File: config.mk
export PLATFORM = sky130hd
export DESIGN_NAME = mcu_el2_pmp_boot_seq_flat
export DESIGN_NICKNAME = d
export VERILOG_FILES = /design/src/rtl/mcu_el2_pmp_boot_seq_pkg.sv /design/src/rtl/mcu_el2_pmp_boot_seq_if.sv /design/src/rtl/mcu_el2_pmp_boot_seq_addr_chk.sv /design/src/rtl/mcu_el2_pmp_boot_seq.sv /design/src/flat_wrapper.sv
export SDC_FILE = /design/constraint.sdc
export NUM_CORES = 1
export LEC_CHECK = 0
export CAP_MARGIN = 20
export CELL_PAD_IN_SITES_DETAIL_PLACEMENT = 0
export CELL_PAD_IN_SITES_GLOBAL_PLACEMENT = 1
export CORE_UTILIZATION = 32
export CTS_BUF_LIST = sky130_fd_sc_hd__clkbuf_8
export DETAILED_ROUTE_END_ITERATION = 6
export GPL_TIMING_DRIVEN = 0
export HOLD_SLACK_MARGIN = 0.03
export PLACE_DENSITY = 0.89
export SETUP_SLACK_MARGIN = 0.4
export SLEW_MARGIN = 5
export SYNTH_ARGS = -nofsm -noshare
export SYNTH_HDL_FRONTEND = slang
export SYNTH_SLANG_ARGS = --single-unit
File: constraint.sdc
create_clock -name clk -period 4.86 [get_ports clk]
set_clock_uncertainty 0.1 [all_clocks]
set_input_delay 0.972 -clock clk [delete_from_list [all_inputs] [get_ports clk]]
set_output_delay 0.972 -clock clk [all_outputs]
set_load 0.02 [all_outputs]
File: src/rtl/mcu_el2_pmp_boot_seq_pkg.sv
// mcu_el2_pmp_boot_seq_pkg: shared record/state types and PMP CSR map constants
package mcu_el2_pmp_boot_seq_pkg;
  localparam logic [11:0] PMPCFG_BASE = 12'h3A0;
  localparam logic [11:0] PMPADDR_BASE = 12'h3B0;
  localparam logic [11:0] PMPADDR_END = 12'h3EF;
  localparam logic [31:0] PMPCFG_MASK = 32'h9F9F_9F9F;
  localparam logic [31:0] PMPADDR_MASK = 32'h3FFF_FFFF;
  typedef struct packed {
    logic        last;
    logic        nochk;
    logic [11:0] csr_addr;
    logic [31:0] data;
  } mcu_el2_pmp_seq_rec_t;
  typedef enum logic [2:0] {
    S_IDLE, S_FETCH, S_WAIT, S_WRITE, S_VERIFY, S_NEXT, S_DONE, S_ERR
  } mcu_el2_pmp_seq_state_t;
endpackage

File: src/rtl/mcu_el2_pmp_boot_seq_if.sv
// mcu_el2_pmp_boot_seq_if: table read port plus PMP CSR write/readback port
interface mcu_el2_pmp_boot_seq_if
  import mcu_el2_pmp_boot_seq_pkg::*;
#(parameter int TBL_AW = 5) ();
  logic                 tbl_rd_en;
  logic [TBL_AW-1:0]    tbl_rd_addr;
  mcu_el2_pmp_seq_rec_t tbl_rd_data;
  logic                 core_csr_wen;
  logic                 seq_csr_wen;
  logic [11:0]          seq_csr_wraddr;
  logic [31:0]          seq_csr_wrdata;
  logic                 seq_csr_rden;
  logic [11:0]          seq_csr_rdaddr;
  logic [31:0]          pmp_rddata;
  modport master (
    output tbl_rd_en, tbl_rd_addr, seq_csr_wen, seq_csr_wraddr, seq_csr_wrdata,
           seq_csr_rden, seq_csr_rdaddr,
    input  tbl_rd_data, core_csr_wen, pmp_rddata
  );
  modport slave (
    input  tbl_rd_en, tbl_rd_addr, seq_csr_wen, seq_csr_wraddr, seq_csr_wrdata,
           seq_csr_rden, seq_csr_rdaddr,
    output tbl_rd_data, core_csr_wen, pmp_rddata
  );
endinterface

File: src/rtl/mcu_el2_pmp_boot_seq_addr_chk.sv
// mcu_el2_pmp_boot_seq_addr_chk: PMP CSR address legality and readback compare mask
module mcu_el2_pmp_boot_seq_addr_chk
  import mcu_el2_pmp_boot_seq_pkg::*;
#(parameter int PMP_ENTRIES = 16) (
  input  logic [11:0] csr_addr,
  output logic        legal,
  output logic [31:0] mask
);
  logic       is_cfg;
  logic       is_addr;
  logic [5:0] idx;
  // 0x3B0..0x3EF folds onto entry index 0..63
  assign idx = {csr_addr[5:4] - 2'b11, csr_addr[3:0]};
  assign is_cfg = (csr_addr[11:4] == PMPCFG_BASE[11:4]) && (32'(csr_addr[3:0]) < 32'(PMP_ENTRIES / 4));
  assign is_addr = (csr_addr >= PMPADDR_BASE) && (csr_addr <= PMPADDR_END) && (32'(idx) < 32'(PMP_ENTRIES));
  assign legal = is_cfg | is_addr;
  assign mask = is_cfg ? PMPCFG_MASK : PMPADDR_MASK;
endmodule

File: src/rtl/mcu_el2_pmp_boot_seq.sv
// mcu_el2_pmp_boot_seq: boot-time PMP table walker with per-record readback check
module mcu_el2_pmp_boot_seq
  import mcu_el2_pmp_boot_seq_pkg::*;
#(
  parameter int PMP_ENTRIES = 16,
  parameter int TBL_DEPTH = 32,
  parameter int TBL_AW = $clog2(TBL_DEPTH)
) (
  input  logic                          clk,
  input  logic                          rst_l,
  input  logic                          start,
  mcu_el2_pmp_boot_seq_if.master        bus,
  output logic                          busy,
  output logic                          done,
  output logic                          err,
  output logic [TBL_AW-1:0]             err_idx
);
  mcu_el2_pmp_seq_state_t state, state_nxt;
  mcu_el2_pmp_seq_rec_t   rec;
  logic [TBL_AW-1:0]      ptr;
  logic [TBL_AW-1:0]      err_idx_q;
  logic [11:0]            chk_addr;
  logic                   legal;
  logic [31:0]            mask;
  logic                   idle;
  logic                   match;
  logic                   last_rec;
  // legality is judged on the fresh table word, the mask on the latched record
  assign chk_addr = (state == S_WAIT) ? bus.tbl_rd_data.csr_addr : rec.csr_addr;
  mcu_el2_pmp_boot_seq_addr_chk #(.PMP_ENTRIES(PMP_ENTRIES)) u_addr_chk (
    .csr_addr (chk_addr),
    .legal    (legal),
    .mask     (mask)
  );
  assign idle = state inside {S_IDLE, S_DONE, S_ERR};
  assign match = ((bus.pmp_rddata ^ rec.data) & mask) == '0;
  assign last_rec = rec.last | (ptr == TBL_AW'(TBL_DEPTH - 1));
  always_ff @(posedge clk) begin
    if (!rst_l) begin
      state <= S_IDLE;
      ptr <= '0;
      rec <= '0;
      err_idx_q <= '0;
    end else begin
      state <= state_nxt;
      if (idle && start) ptr <= '0;
      if (idle && start) err_idx_q <= '0;
      if (state == S_WAIT) rec <= bus.tbl_rd_data;
      if (state == S_NEXT && !last_rec) ptr <= ptr + 1'b1;
      if (state_nxt == S_ERR && state != S_ERR) err_idx_q <= ptr;
    end
  end
  always_comb begin
    state_nxt = state;
    case (state)
      S_IDLE, S_DONE, S_ERR: state_nxt = start ? S_FETCH : state;
      S_FETCH:  state_nxt = S_WAIT;
      S_WAIT:   state_nxt = legal ? S_WRITE : S_ERR;
      S_WRITE:  state_nxt = bus.core_csr_wen ? S_WRITE : (rec.nochk ? S_NEXT : S_VERIFY);
      S_VERIFY: state_nxt = bus.core_csr_wen ? S_VERIFY : (match ? S_NEXT : S_ERR);
      S_NEXT:   state_nxt = last_rec ? S_DONE : S_FETCH;
      default:  state_nxt = S_IDLE;
    endcase
  end
  always_comb begin
    busy = !idle;
    done = state == S_DONE;
    err = state == S_ERR;
    err_idx = err_idx_q;
    bus.tbl_rd_en = state == S_FETCH;
    bus.tbl_rd_addr = ptr;
    bus.seq_csr_wen = (state == S_WRITE) && !bus.core_csr_wen;
    bus.seq_csr_wraddr = (state == S_WRITE) ? rec.csr_addr : '0;
    bus.seq_csr_wrdata = (state == S_WRITE) ? rec.data : '0;
    bus.seq_csr_rden = (state == S_VERIFY) && !bus.core_csr_wen;
    bus.seq_csr_rdaddr = (state == S_VERIFY) ? rec.csr_addr : '0;
  end
endmodule
File: src/flat_wrapper.sv
// flat-port wrapper written by rule: the top's interface ports become plain ports
module mcu_el2_pmp_boot_seq_flat import mcu_el2_pmp_boot_seq_pkg::*;
#(
  parameter int PMP_ENTRIES = 16,
  parameter int TBL_DEPTH = 32,
  parameter int TBL_AW = $clog2(TBL_DEPTH)
)
  (clk, rst_l, start, busy, done, err, err_idx, bus_tbl_rd_en, bus_tbl_rd_addr, bus_seq_csr_wen, bus_seq_csr_wraddr, bus_seq_csr_wrdata, bus_seq_csr_rden, bus_seq_csr_rdaddr, bus_tbl_rd_data, bus_core_csr_wen, bus_pmp_rddata);
  mcu_el2_pmp_boot_seq_if #(.TBL_AW(TBL_AW)) bus_i ();
  input  logic clk;
  input  logic rst_l;
  input  logic start;
  output logic busy;
  output logic done;
  output logic err;
  output logic [TBL_AW-1:0] err_idx;
  output wire logic [$bits(bus_i.tbl_rd_en)-1:0] bus_tbl_rd_en;
  output wire logic [$bits(bus_i.tbl_rd_addr)-1:0] bus_tbl_rd_addr;
  output wire logic [$bits(bus_i.seq_csr_wen)-1:0] bus_seq_csr_wen;
  output wire logic [$bits(bus_i.seq_csr_wraddr)-1:0] bus_seq_csr_wraddr;
  output wire logic [$bits(bus_i.seq_csr_wrdata)-1:0] bus_seq_csr_wrdata;
  output wire logic [$bits(bus_i.seq_csr_rden)-1:0] bus_seq_csr_rden;
  output wire logic [$bits(bus_i.seq_csr_rdaddr)-1:0] bus_seq_csr_rdaddr;
  input wire logic [$bits(bus_i.tbl_rd_data)-1:0] bus_tbl_rd_data;
  input wire logic [$bits(bus_i.core_csr_wen)-1:0] bus_core_csr_wen;
  input wire logic [$bits(bus_i.pmp_rddata)-1:0] bus_pmp_rddata;
  assign bus_tbl_rd_en = bus_i.tbl_rd_en;
  assign bus_tbl_rd_addr = bus_i.tbl_rd_addr;
  assign bus_seq_csr_wen = bus_i.seq_csr_wen;
  assign bus_seq_csr_wraddr = bus_i.seq_csr_wraddr;
  assign bus_seq_csr_wrdata = bus_i.seq_csr_wrdata;
  assign bus_seq_csr_rden = bus_i.seq_csr_rden;
  assign bus_seq_csr_rdaddr = bus_i.seq_csr_rdaddr;
  assign bus_i.tbl_rd_data = bus_tbl_rd_data;
  assign bus_i.core_csr_wen = bus_core_csr_wen;
  assign bus_i.pmp_rddata = bus_pmp_rddata;
  mcu_el2_pmp_boot_seq #(.PMP_ENTRIES(PMP_ENTRIES), .TBL_DEPTH(TBL_DEPTH), .TBL_AW(TBL_AW)) u_core (.clk(clk), .rst_l(rst_l), .start(start), .bus(bus_i), .busy(busy), .done(done), .err(err), .err_idx(err_idx));
endmodule
== Word level (Yosys, flattened, before mapping) ==
Index checks and enable logic that the tools add are counted.
Storage, ports and cells
  input port bits: 82
  register bits: 59
Operators by class
  reductions and logical operators: 17
  order comparisons: 4
  equal/unequal tests: 11
  muxes and demuxes: 16
  add/subtract/negate cells: 2
  bitwise logic cells: 4
Operator list (number)
  $mux 32: 2
  $mux 12: 3
  $and 32x32->32: 1
  $logic_not 32->1: 1
  $xor 32x32->32: 1
  $pmux 3 s6: 1
  $eq 3x3->1 const B: 5
  $mux 3: 5
  $mux 5: 3
  $ge 12x10->1 const B: 1
  $le 12x10->1 const B: 1
  $eq 8x6->1 const B: 1
  $logic_and 1x1->1: 8
  $eq 3x2->1 const B: 2
  $lt 6x5->1 const B: 1
  $add 5x1->5 const B: 1
  $eq 5x5->1 const B: 1
  $lt 4x3->1 const B: 1
  $reduce_bool 2->1: 2
  $eq 3x1->1 const B: 1
  $logic_not 1->1: 3
  $logic_not 3->1: 1
  $ne 3x3->1 const B: 1
  $reduce_bool 3->1: 1
  5 further kinds: 6

== Longest topological paths before layout ==
  depth in word-level cells: 13
  mapped depth: 9

== By module ==
A second synthesis with hierarchy kept.
Second synthesis, totals
  cells, all modules: 471
  area total of the unflattened synthesis: 3588.4 µm²
By module, submodules not included
  mcu_el2_pmp_boot_seq: seq. area each 1181.1 µm², area each 3296.9 µm², instances 1, cells each 431
  mcu_el2_pmp_boot_seq_addr_chk: seq. area each 0.0 µm², area each 291.5 µm², instances 1, cells each 40

== Worst setup path before layout ==
Ideal clock, no wire load.
  path kind: in2out
  start point: input port bus_core_csr_wen
  end point: output port bus_seq_csr_wen
  stages: 1
  buffers on the path: 0
  path slack: 2.189 ns
  arrival time: 1.599 ns
  path through: nor4_1
Between the ends
  word-level cells in the longest chain between the ends: 2
Ends and longest elaborated chain
  start, declared: RTL line flat_wrapper.sv:25  | input wire logic [$bits(bus_i.core_csr_wen)-1:0] bus_core_csr_wen;
  $logic_not 1->1: RTL line mcu_el2_pmp_boot_seq.sv:72  | bus.seq_csr_wen = (state == S_WRITE) && !bus.core_csr_wen;
  $logic_and 1x1->1: RTL line mcu_el2_pmp_boot_seq.sv:72
  end, declared: RTL line flat_wrapper.sv:19  | output wire logic [$bits(bus_i.seq_csr_wen)-1:0] bus_seq_csr_wen;
No other way between the ends.

== Final worst setup path ==
  start point: register u_core.state[0]
  end point: output port bus_seq_csr_wrdata[15]
Between the ends
  word-level cells in the longest chain between the ends: 2
Ends and longest elaborated chain
  start, declared: RTL line mcu_el2_pmp_boot_seq.sv:18  | mcu_el2_pmp_seq_state_t state, state_nxt;
  start signal, assigned: RTL line mcu_el2_pmp_boot_seq.sv:45  | state <= state_nxt;
  $eq 3x2->1: RTL line mcu_el2_pmp_boot_seq.sv:74  | bus.seq_csr_wrdata = (state == S_WRITE) ? rec.data : '0;
  $mux 32: RTL line mcu_el2_pmp_boot_seq.sv:74
  end, declared: RTL line flat_wrapper.sv:21  | output wire logic [$bits(bus_i.seq_csr_wrdata)-1:0] bus_seq_csr_wrdata;
No other way between the ends.

==> impl_metrics.sql <==
INSERT INTO impl_metrics (metric_group, metric, value, unit) VALUES
('timing', 'max-slew-margin-rel', '0.6510', ''),
('timing', 'whs', '0.3600', 'ns'),
('clock_tree', 'ctsRootBufferMaster', 'clkbuf_8', ''),
('power', 'ir_worst_vdd', '0.2276', 'mV'),
('placed_design', 'placement.io_buffers', '152', ''),
('floorplan', 'row_count', '36', ''),
('timing', 'setup_tns', '0', 'ns'),
('clock_tree', 'path_clk_slew', '0.07', 'ns'),
('logic_synthesis', 'post_synth_inst_count', '416', ''),
('critical_path', 'timing.critical_path.to_type', 'primary output', ''),
('critical_path', 'worst_path_largest_cell_delay', '0.63', 'ns'),
('timing', 'grt_setup_unrepaired', 'false', ''),
('worst_hold_path', 'hold_class', 'reg2reg', ''),
('power', 'power', '2005', 'uW'),
('timing', 'fmax', '269.6', 'MHz'),
('logic_synthesis', 'synth_most_common_cell', 'nand2_1', ''),
('global_route', 'grt_start_max_net_pins', '11', ''),
('clock_tree', 'worst_skew_pair_latency', '0.34', 'ns'),
('logic_synthesis', 'synth_sequential_area_ratio', '0.3558', ''),
('timing', 'finalCriticalPeriod', '3.710', 'ns'),
('timing', 'setup_viol_count_final', '0', ''),
('routing', 'via_density_per_instance', '4.825', ''),
('clock_tree', 'cts_setup_buffers', '0', ''),
('floorplan', 'floorplan_die_area', '10780', 'um^2'),
('finish', 'final_core_util', '0.5234', ''),
('logic_synthesis', 'synth_area_per_cell', '7.979', 'um^2'),
('routing', 'vias', '3455', ''),
('timing', 'finalCritPeriodShare', '0.7633', ''),
('clock_tree', 'cts_tree', 'built', ''),
('floorplan', 'io_pins', '154', ''),
('routing', 'met3WireLength', '593', 'um'),
('global_route', 'grt_pass1_wl', '17990', 'um'),
('finish', 'nNetsFinal', '663', ''),
('logic_synthesis', 'synth.net_count', '500', ''),
('global_route', 'via_count_of_the_first_global_routing_pass', '3526', ''),
('logic_synthesis', 'synth_top_flop_cell', 'dfxtp_1', ''),
('logic_synthesis', 'netlist_top_cells_count', '103 x nand2_1, 59 x dfxtp_1, 47 x and3_1, 27 x a21boi_0, 26 x clkbuf_1', ''),
('run', 'cap_violations', '0', ''),
('critical_path', 'critical_path_arrival', '2.64', 'ns'),
('global_route', 'global_route.usage.total', '0.2111', ''),
('logic_synthesis', 'synth_edf_count', '0', ''),
('power', 'power-per-cell-area', '386.6', 'nW/um^2'),
('finish', 'antenna_cells', '0', ''),
('timing', 'hold_viol', '0', ''),
('floorplan', 'die_width', '103.9', 'um'),
('outcome', 'outcome', 'complete, no violations', ''),
('routing', 'route.final.wire_length', '11270', 'um'),
('placed_design', 'post_dp_cell_area', '5007', 'um^2'),
('power', 'cellLeakagePower', '0.002031', 'uW'),
('placed_design', 'globalplace.congestion', '0.8790', ''),
('routing', 'drcViolationCount', '0', ''),
('clock_tree', 'cts-resized-gates', '0', ''),
('critical_path', 'timing.critical_path.slowest_stage_cell', 'clkdlybuf4s50_1', ''),
('clock_tree', 'cts_hold_buf', '0', ''),
('global_route', 'grt_overflow_total', '0', ''),
('logic_synthesis', 'synth_warnings', '0', ''),
('finish', 'drive_above_1_share', '0.04974', ''),
('clock_tree', 'number_of_clock_buffers_inserted_by_tritoncts', '9', ''),
('timing', 'slew_violations', '0', ''),
('routing', 'met1Wirelength', '4957', 'um'),
('logic_synthesis', 'synthDominantCellAreaShare', '0.3558', ''),
('floorplan', 'chipHeight', '103.9', 'um'),
('critical_path', 'worstPathCellList', 'buf_2, clkbuf_1, clkbuf_1, and3_1, clkdlybuf4s50_1', ''),
('critical_path', 'start_kind', 'flip-flop', ''),
('routing', 'highest_metal_layer_with_signal_wires', 'met4', ''),
('finish', 'postLayoutCellArea', '5186', 'um^2'),
('clock_tree', 'number_of_levels_in_the_clock_h_tree', '3', ''),
('critical_path', 'timing.critical_path.required', '3.79', 'ns'),
('logic_synthesis', 'ys_async_rst_share', '0', ''),
('routing', 'routed_wire_length_per_instance', '15.75', 'um'),
('floorplan', 'floorplan.initialDensity', '0.3350', '');
registers in the layout, summed over array words and instances, names as in the netlist:
| register | cells |
|---|---|
| u_core.rec | 46 |
| u_core.bus.tbl_rd_addr | 5 |
| u_core.err_idx | 5 |
| u_core.state | 3 |
layout make-up:
| type | count | area (um^2) |
|---|---|---|
| Fill cell | 980 | 4723 |
| Multi-Input combinational cell | 324 | 2008 |
| Timing Repair Buffer | 152 | 1521 |
| Sequential cell | 59 | 1181 |
| Tap cell | 133 | 166.4 |
| Clock buffer | 12 | 165.2 |
| Buffer | 30 | 117.6 |
| Clock inverter | 3 | 13.76 |
| Inverter | 3 | 12.51 |
cells by family (layout without fill, tap and decap cells):
logic type | after synthesis | after routing | synth area share
simple gates | 211 | 211 | 0.3283
compound gates | 71 | 71 | 0.1594
flops | 59 | 59 | 0.3558
buf+inv | 33 | 200 | 0.03920
xor+xnor | 32 | 32 | 0.08443
mux | 8 | 8 | 0.02525
fa+ha+maj | 2 | 2 | 0.007537
worst max-delay path, delay by kind of cell, from the launching register on:
kind          cells  cell delay, ns
buf+inv           4            1.75
flops             1            0.32
simple gates      1            0.23
cells in the final DEF (no fill, tap or decap), types with 2 or more instances in the layout:
| cell type | instances |
|---|---|
| a21oi_4 | 2 |
| nor4_1 | 5 |
| nor3b_2 | 2 |
| clkinv_2 | 3 |
| a21oi_1 | 7 |
| inv_1 | 2 |
| clkbuf_1 | 26 |
| a211o_1 | 2 |
| buf_2 | 4 |
| clkbuf_8 | 12 |
| clkdlybuf4s50_1 | 152 |
| a21boi_0 | 27 |
| nor2b_1 | 7 |
| nor3_1 | 6 |
| nand2b_1 | 2 |
| dfxtp_1 | 59 |
| mux2i_1 | 7 |
| ha_1 | 2 |
| o21ai_0 | 3 |
| a22oi_1 | 2 |
| nor2_1 | 6 |
| and2_1 | 15 |
| nand3b_1 | 2 |
| o211ai_1 | 2 |
| xor2_1 | 20 |
| nand2_1 | 103 |
| nand4_1 | 6 |
| xnor2_1 | 12 |
| a21boi_1 | 21 |
| and3_1 | 47 |
layer usage:
layer | vias to the layer above | global-route usage
met5 | - | 0
met4 | 0 | 0.04898
met1 | 1603 | 0.2550
met2 | 106 | 0.3776
met3 | 8 | 0.04825
li1 | 1738 | -
per-stage QoR:
stage               setup WS (ns)  cells
global route               0.9961    716
finish                      1.150    716
CTS                         1.130    716
detailed placement          1.395    701
floorplan                   2.189    416
global placement            1.394    701
power by group:
part,switching (uW),leakage [uW],internal (uW)
sequential,96.2,0.000479,587
combinational,560,0.00145,346
clock,195,0.0000994,221
total,851,0.00203,1150
path summary, 6_finish.rpt:
check	from	end	slack (ns)	cells past startpoint
setup reg to reg	u_core.bus.tbl_rd_addr[0]	u_core.bus.tbl_rd_addr[3]	2.52	8
hold reg to reg	u_core.err_idx[3]	u_core.err_idx[3]	0.36	2
setup / recovery	u_core.state[0]	bus_seq_csr_wrdata[15]	1.15	5
hold / removal	u_core.err_idx[3]	u_core.err_idx[3]	0.36	2
Power figures use the tool's default switching activity.
